===== src/rtl/reg_cmd_ctrl.sv =====
// ---------------------------------------------------------------------------
// reg_cmd_ctrl
//
// Byte-stream command decoder that drives a simple register file.
//
//   Write command : 0xAA, <address>, <data>  -> one-cycle wr_en
//   Read command  : 0xBB, <address>          -> one-cycle rd_en, then the
//                   returned rd_data is offered on tx_data/tx_valid until the
//                   transmitter takes it (tx_busy low).
//
// Unknown command bytes, out-of-range addresses and bytes that arrive while a
// read is still in flight raise a one-cycle cmd_error pulse.
//
// All outputs are registered. Reset (rst) is asynchronous and active-low.
//
// Optional feature: define CMD_TIMEOUT_EN to abort a command that stalls in
// WR_ADDR, WR_DATA or RD_ADDR for TIMEOUT_CYCLES cycles. Without the macro
// those states wait indefinitely and no counter is built.
//
// Address bytes are checked against ADDRESS_SIZE: any set bit above
// ADDRESS_SIZE-1 is an error. ADDRESS_SIZE is expected to be <= WIDTH.
// ---------------------------------------------------------------------------
`timescale 1ns/1ps

module reg_cmd_ctrl #(
  parameter int WIDTH          = 8,
  parameter int ADDRESS_SIZE   = 4,
  parameter int TIMEOUT_CYCLES = 1024
) (
  input  logic                    clk,
  input  logic                    rst,

  // Received byte stream
  input  logic [WIDTH-1:0]        rx_data,
  input  logic                    rx_valid,

  // Register-file access
  output logic [ADDRESS_SIZE-1:0] address,
  output logic [WIDTH-1:0]        wr_data,
  output logic                    wr_en,
  output logic                    rd_en,
  input  logic [WIDTH-1:0]        rd_data,
  input  logic                    rd_data_valid,

  // Transmit handshake
  output logic [WIDTH-1:0]        tx_data,
  output logic                    tx_valid,
  input  logic                    tx_busy,

  // Status
  output logic                    cmd_error,
  output logic                    ctrl_busy
);

  // -------------------------------------------------------------------------
  // Command encoding and FSM states
  // -------------------------------------------------------------------------
  localparam logic [WIDTH-1:0] CMD_WRITE = WIDTH'(8'hAA);
  localparam logic [WIDTH-1:0] CMD_READ  = WIDTH'(8'hBB);

  typedef enum logic [2:0] {
    IDLE    = 3'd0,
    WR_ADDR = 3'd1,
    WR_DATA = 3'd2,
    RD_ADDR = 3'd3,
    RD_WAIT = 3'd4,
    TX_SEND = 3'd5
  } state_t;

  // -------------------------------------------------------------------------
  // Registered state and outputs, plus their next-cycle values
  // -------------------------------------------------------------------------
  state_t                  r_state;
  state_t                  w_next_state;

  logic [ADDRESS_SIZE-1:0] r_address;
  logic [ADDRESS_SIZE-1:0] w_next_address;
  logic [WIDTH-1:0]        r_wr_data;
  logic [WIDTH-1:0]        w_next_wr_data;
  logic [WIDTH-1:0]        r_tx_data;
  logic [WIDTH-1:0]        w_next_tx_data;
  logic                    r_wr_en;
  logic                    w_next_wr_en;
  logic                    r_rd_en;
  logic                    w_next_rd_en;
  logic                    r_tx_valid;
  logic                    w_next_tx_valid;
  logic                    r_cmd_error;
  logic                    w_next_cmd_error;
  logic                    r_ctrl_busy;

  // Address byte decode: the low bits become the register address, and the
  // byte is legal only when every bit above the address field is clear.
  logic [ADDRESS_SIZE-1:0] w_addr_field;
  logic                    w_addr_ok;

  assign w_addr_field = ADDRESS_SIZE'(rx_data);
  assign w_addr_ok    = ((rx_data >> ADDRESS_SIZE) == '0);

  // High for the one cycle in which a stalled command must be abandoned.
  logic                    w_timeout_hit;

`ifdef CMD_TIMEOUT_EN
  // -------------------------------------------------------------------------
  // Inter-byte timeout
  // -------------------------------------------------------------------------
  localparam int TO_W = (TIMEOUT_CYCLES > 1) ? $clog2(TIMEOUT_CYCLES) : 1;
  localparam logic [TO_W-1:0] TO_LAST = TO_W'(TIMEOUT_CYCLES - 1);

  logic [TO_W-1:0] r_timeout_cnt;
  logic            w_counting;

  // Only the states that wait on the sender are timed; RD_WAIT and TX_SEND
  // wait on the local register file and transmitter instead.
  assign w_counting    = (r_state == WR_ADDR) || (r_state == WR_DATA) ||
                         (r_state == RD_ADDR);
  // A byte arriving on the expiry edge still wins: it is a live sender.
  assign w_timeout_hit = w_counting && !rx_valid && (r_timeout_cnt == TO_LAST);

  // Count idle cycles inside a command; restart on every accepted byte.
  always_ff @(posedge clk or negedge rst) begin
    if (!rst) begin
      r_timeout_cnt <= '0;
    end else if (rx_valid || !w_counting || w_timeout_hit) begin
      r_timeout_cnt <= '0;
    end else begin
      r_timeout_cnt <= r_timeout_cnt + 1'b1;
    end
  end
`else
  // No timeout hardware: commands wait for their next byte indefinitely.
  // The parameter is kept so both builds share one interface.
  logic w_unused_timeout_cfg;

  assign w_timeout_hit        = 1'b0;
  assign w_unused_timeout_cfg = (TIMEOUT_CYCLES > 0);
`endif

  // -------------------------------------------------------------------------
  // State and output registers
  // -------------------------------------------------------------------------
  // Commit the next-state values computed below; reset aborts any command.
  always_ff @(posedge clk or negedge rst) begin
    if (!rst) begin
      r_state     <= IDLE;
      r_address   <= '0;
      r_wr_data   <= '0;
      r_tx_data   <= '0;
      r_wr_en     <= 1'b0;
      r_rd_en     <= 1'b0;
      r_tx_valid  <= 1'b0;
      r_cmd_error <= 1'b0;
      r_ctrl_busy <= 1'b0;
    end else begin
      // NOTE: non-blocking assignments here so every register samples the
      // values from before this edge, independent of statement order.
      r_state     <= w_next_state;
      r_address   <= w_next_address;
      r_wr_data   <= w_next_wr_data;
      r_tx_data   <= w_next_tx_data;
      r_wr_en     <= w_next_wr_en;
      r_rd_en     <= w_next_rd_en;
      r_tx_valid  <= w_next_tx_valid;
      r_cmd_error <= w_next_cmd_error;
      // Registered from the next state so it tracks "state != IDLE" exactly.
      r_ctrl_busy <= (w_next_state != IDLE);
    end
  end

  // -------------------------------------------------------------------------
  // Next-state and next-output logic
  // -------------------------------------------------------------------------
  // Decode the incoming byte against the current state.
  always_comb begin
    // NOTE: every output of this block gets a default first; a path that
    // forgot one would otherwise infer a latch.
    w_next_state     = r_state;
    w_next_address   = r_address;     // address holds between commands
    w_next_wr_data   = r_wr_data;
    w_next_tx_data   = r_tx_data;
    w_next_wr_en     = 1'b0;          // strobes are single-cycle by default
    w_next_rd_en     = 1'b0;
    w_next_tx_valid  = r_tx_valid;
    w_next_cmd_error = 1'b0;

    unique case (r_state)
      IDLE: begin
        if (rx_valid) begin
          if (rx_data == CMD_WRITE) begin
            w_next_state = WR_ADDR;
          end else if (rx_data == CMD_READ) begin
            w_next_state = RD_ADDR;
          end else begin
            w_next_cmd_error = 1'b1;
          end
        end
      end

      WR_ADDR: begin
        if (rx_valid) begin
          if (w_addr_ok) begin
            w_next_address = w_addr_field;
            w_next_state   = WR_DATA;
          end else begin
            w_next_cmd_error = 1'b1;
            w_next_state     = IDLE;
          end
        end else if (w_timeout_hit) begin
          w_next_cmd_error = 1'b1;
          w_next_state     = IDLE;
        end
      end

      WR_DATA: begin
        if (rx_valid) begin
          w_next_wr_data = rx_data;
          w_next_wr_en   = 1'b1;
          w_next_state   = IDLE;
        end else if (w_timeout_hit) begin
          w_next_cmd_error = 1'b1;
          w_next_state     = IDLE;
        end
      end

      RD_ADDR: begin
        if (rx_valid) begin
          if (w_addr_ok) begin
            // rd_en rises together with the move into RD_WAIT, so it is
            // high for exactly the first RD_WAIT cycle.
            w_next_address = w_addr_field;
            w_next_rd_en   = 1'b1;
            w_next_state   = RD_WAIT;
          end else begin
            w_next_cmd_error = 1'b1;
            w_next_state     = IDLE;
          end
        end else if (w_timeout_hit) begin
          w_next_cmd_error = 1'b1;
          w_next_state     = IDLE;
        end
      end

      RD_WAIT: begin
        // A byte here cannot be serviced; drop it but keep the read going.
        if (rx_valid) begin
          w_next_cmd_error = 1'b1;
        end
        if (rd_data_valid) begin
          w_next_tx_data  = rd_data;
          w_next_tx_valid = 1'b1;
          w_next_state    = TX_SEND;
        end
      end

      TX_SEND: begin
        if (rx_valid) begin
          w_next_cmd_error = 1'b1;
        end
        // tx_valid is always high in this state; the byte is taken on the
        // first edge where the transmitter is free.
        if (!tx_busy) begin
          w_next_tx_valid = 1'b0;
          w_next_state    = IDLE;
        end
      end

      default: begin
        w_next_tx_valid = 1'b0;
        w_next_state    = IDLE;
      end
    endcase
  end

  // -------------------------------------------------------------------------
  // Outputs
  // -------------------------------------------------------------------------
  assign address   = r_address;
  assign wr_data   = r_wr_data;
  assign wr_en     = r_wr_en;
  assign rd_en     = r_rd_en;
  assign tx_data   = r_tx_data;
  assign tx_valid  = r_tx_valid;
  assign cmd_error = r_cmd_error;
  assign ctrl_busy = r_ctrl_busy;

endmodule

===== config.mk =====
export PLATFORM = sky130hd
export DESIGN_NAME = reg_cmd_ctrl
export DESIGN_NICKNAME = d
export VERILOG_FILES = /design/src/rtl/reg_cmd_ctrl.sv
export SDC_FILE = /design/constraint.sdc
export NUM_CORES = 1
export LEC_CHECK = 0
export CAP_MARGIN = 20
export CORE_ASPECT_RATIO = 0.8
export CORE_UTILIZATION = 29
export CTS_BUF_LIST = sky130_fd_sc_hd__clkbuf_2
export CTS_CLUSTER_DIAMETER = 80
export DETAILED_ROUTE_END_ITERATION = 7
export GPL_ROUTABILITY_DRIVEN = 0
export SLEW_MARGIN = 10
export SYNTH_ARGS = -nofsm -noshare
export SYNTH_HDL_FRONTEND = slang
export SYNTH_SLANG_ARGS = --single-unit

===== constraint.sdc =====
create_clock -name clk -period 1.35 [get_ports clk]
set_input_delay 0.135 -clock clk [delete_from_list [all_inputs] [get_ports clk]]
set_output_delay 0.135 -clock clk [all_outputs]
set_load 0.03 [all_outputs]

== Word level (Yosys, flattened, before mapping) ==
Cells that the tools add are included.

* Latch bits: 0
* Word-level logic and storage cells: 54
* Memory bits (read-only): 0
* Output and inout bits: 25
* Bits in writable memories: 0
* Input bits: 21
* Flip-flop bits (word level): 28
* Memories: 0

* Magnitude comparators: 0
* Mux-type cells: 25
* Bitwise operators: 1
* Eq/ne operators: 9
* Reductions and logical operators: 10
* Multipliers: 0
* Shifts and indexed selects: 0
* Div/mod/pow operators: 0
* Add/sub/neg operators: 0

{| class="wikitable"
|+ Operator list
! kind !! number
|-
| two-way mux 3 bit || 9
|-
| one-hot mux 3 bit (6 select lines) || 1
|-
| equality test 8 bit (second input constant) || 2
|-
| two-way mux 1 bit || 12
|-
| zero test 8 bit || 1
|-
| equality test 3 x 2 -> 1 bit (second input constant) || 2
|-
| equality test 3 bit (second input constant) || 2
|-
| one-hot mux 1 bit (3 select lines) || 2
|-
| AND reduction 3 bit || 2
|-
| inequality test 2 bit (second input constant) || 2
|-
| AND reduction 2 bit || 2
|-
| OR reduction 2 bit || 2
|-
| OR reduction 4 bit || 1
|-
| equality test 3 x 1 -> 1 bit (second input constant) || 1
|-
| zero test 3 bit || 1
|-
| nonzero test 3 bit || 1
|-
| two-way mux 2 bit || 1
|-
| NOT 1 bit || 1
|}

== Depth between registers and ports, before layout ==
* Word-level depth: 6
* Mapped depth: 5
* Depth with buffers taken out: 4

== Least setup slack after synthesis ==
OpenSTA, ideal clock, no wires.

* Kind: reg2reg
* Start point: register r_state[0]
* End point: register r_wr_data[0], in the netlist wr_data[0]
* Data required time: 1.225 ns
* Setup time: 0.125 ns
* Cell stages (with the launch flop): 4
* Clock period less this slack: 1.468 ns
* Buffers on the path: 1
* Data arrival time: 1.343 ns
* Setup slack: -0.118 ns
* Path through: dfrtp_1 -> buf_6 -> nor4b_4 -> mux2_2

* Cells in the longest elaborated chain, start to end: 2

{| class="wikitable"
|+ RTL lines
! item !! line !! text
|-
| start: declaration || 73 || <nowiki>state_t r_state;</nowiki>
|-
| start signal: assignment || 157 || <nowiki>r_state <= w_next_state;</nowiki>
|-
| equality test 3 x 2 -> 1 bit || 186 || <nowiki>unique case (r_state)</nowiki>
|-
| AND reduction 2 bit (no source line) || - ||
|-
| end signal: assignment || 159 || <nowiki>r_wr_data <= w_next_wr_data;</nowiki>
|-
| end: declaration || 78 || <nowiki>logic [WIDTH-1:0] r_wr_data;</nowiki>
|}

No other way between the ends.
A chain may end at the register's enable or synchronous reset.

== Worst setup path in the final report ==
* Start point: register r_state[0]
* End point: register r_wr_data[4], in the netlist wr_data[4]

Same word-level chain as after synthesis.

==> metrics.txt <==
status complete, but fails checks; failing checks setup timing; final WL 2960 µm; vias in the first global route 1029; worst slew pin tran 0.359 ns; setup violators final 23; Min Clock Period, post-route 1.45 ns; antenna violations before repair 0; drt via density 4.51; Rel. slew slack approximately three quarters; Rows 20; Post-DP Area 0.00186 mm²; Layout area overhead 62.6%; Core ar. around 0.0039 mm²; largest fanout on the critical path 5; Fin. Hold Viols 0; DRT antenna net count 0; CTS Buf Count 3; Adder-Cell Fraction of Synth Area 0%; Post-synth top cells dfrtp_1 (28), mux2_2 (20), inv_1 (4), buf_6 (3); Ys Warns 0; Max Cap Viol 0; Worst Setup SP r_state[0]; Post-Syn Nets 105; Synth Area per Inst 14.5 µm²; 1st-iter DRT viols 12; FF-to-FF path depth 3; register area share after synthesis 57.4%; Power Density 823 mW/mm²; post-synthesis cell type count 31; total power 1.63 mW; latest clock arrival within the worst-skew pair 0.37 ns; Die Y ~60 µm; Post-CTS Hold Buffers 0; most frequent cell after synthesis dfrtp_1; Post-synth EDFFs 0; largest family of logic cells by synthesized area multiplexers; Pins Over Slew Limit 0; Total Routing Usage GR between 10 and 15%; Critical Path Sink wr_data[4]; # clock sinks 28; critical path startpoint category flip-flop; Worst Path Class, Setup flip-flop to flip-flop; flops & latches, synth 28; Compound-Gate Fraction of Synth Area 7.27%; Diodes inserted 0; Worst Slack Setup Final -0.0982 ns; Reg-to-Reg Start r_state[0]; port bufs 45; endpoint type of the worst setup path flip-flop; Clock Path Buffers 2; Syn Inst Count 84; Pleak 0.958 nW; initial core utilization 31.3%; clk slew on worst S/H paths 0.25 ns; share of layout cells above drive strength 1 a little under three fifths; top_reg_cell synth dfrtp_1; global route overflow 0; unrepaired setup endpoints after global routing yes; CP required 1.65 ns; final instance area 0.00199 mm²; largest net degree at the start of global routing 29; DR vias 939; HP Class input port to asynchronous set/reset pin; H-tree levels 1; Worst Path Arrival between 1.5 and 2 ns; mux contribution to synthesized area 19.4%; VDD IR-drop max 589 µV; I/O pins 46; register-to-register setup slack -0.1 ns; Yosys top cell by area dfrtp_1; die area 0.00448 mm²; post-synthesis async set-or-reset flop share 100%; Detailed Place HPWL 2050 µm; Initial DRT Pass Iterations 4; CTS tree done; R2R Path End wr_data[4]; post-synthesis xor/xnor area fraction less than 1%; fill cell count 364; Clock Skews 0.00145 ns; Synth Area in Simple Gates 11.3%; top-area cell type share of the netlist area 57.4%; Layout Nets 175; Die W 74.6 µm; wire per inst 14.2 µm; synth top area cells dfrtp_1 (57%), mux2_2 (18%), buf_6 (2.8%); fin crit share 107%; global-route wire length before repair 4860 µm; maximum clock frequency 0.691 GHz; Residual DRC 0; root buf cell clkbuf_2; Mapped Area around 0.0012 mm²
## layout by cell type, fill, tap and decap left out, drive strengths merged, types with 2 or more instances in the layout
master / Yosys / layout
nand2b: 2 / 2
clkbuf: 0 / 24
clkdlybuf4s50: 0 / 20
a21oi: 2 / 2
dfrtp: 28 / 28
mux2: 21 / 21
buf: 3 / 23
inv: 4 / 4
nor2: 2 / 2
clkdlybuf4s15: 0 / 4
## layer usage
layer  global-route usage [%]  part of all wire (%)
met1                     18.3                    45
met2                     24.8                    48
met3                     4.38                   5.4
met4                     5.93                   2.0
met5                        0                     0
## registers in the layout, indices dropped and copies added (netlist names)
register,flops
rd_en,1
wr_en,1
tx_data,8
r_state,3
wr_data,8
cmd_error,1
address,4
tx_valid,1
ctrl_busy,1
## cell type report
class	count	area [µm²]	share of cell area, %
inverter	4	15.0	0.756
timing repair buffer	68	546	27.5
clock buffer	3	15.0	0.756
multi-input combinational	49	608	30.6
clock inverter	1	30.0	1.51
tap	55	68.8	3.47
sequential	28	703	35.4
## repair_timing
item                                    4_1_cts  5_1_grt
setup buffers                                 4        0
resized for setup                            59       46
cloned                                        0        1
pin swaps                                     5        7
endpoints found under the setup margin       49       51
## worst max-delay path, cell delays in order, from the launching register on
cell and delay, ns:
dfrtp_2 0.52, nor4b_4 0.32, buf_4 0.20, mux2_2 0.33
## power breakdown
group | leakage, nW | switching [mW] | internal (mW)
Sequential | 0.378 | 0.0136 | 0.865
Clock | 0.0266 | 0.250 | 0.255
Combinational | 0.554 | 0.123 | 0.128
## stage by stage
step	TNS, ns	hold WS [ns]	setup WS, ns	std cells	util, %
floorplan	-0.914	-0.161	-0.114	84	-
global placement	-6.73	0.482	-0.449	199	47.7
detailed placement	-6.98	0.493	-0.496	199	47.7
CTS	-1.05	0.0880	-0.0664	207	51.7
global route	-1.96	0.0705	-0.137	208	50.9
finish	-1.08	0.0964	-0.0982	208	50.9
## worst min path at each step
stage	slack, ns	cells past startpoint	startpoint	endpoint
after floorplan	-0.16	0	rst	address[0]
after detailed placement	0.49	1	address[0]	address[0]
after global placement	0.48	1	address[0]	address[0]
after global routing	0.07	2	rst	tx_data[5]
final	0.1	2	rst	tx_valid
after CTS	0.09	2	rst	address[0]
## logic make-up after synthesis
group	after synthesis
DFF	28
muxes	21
and+or+nand+nor	16
AOI/OAI and AO/OA	11
buffers and inverters	7
xor gates and xnor gates	1
(Power assumes the default switching activity.)
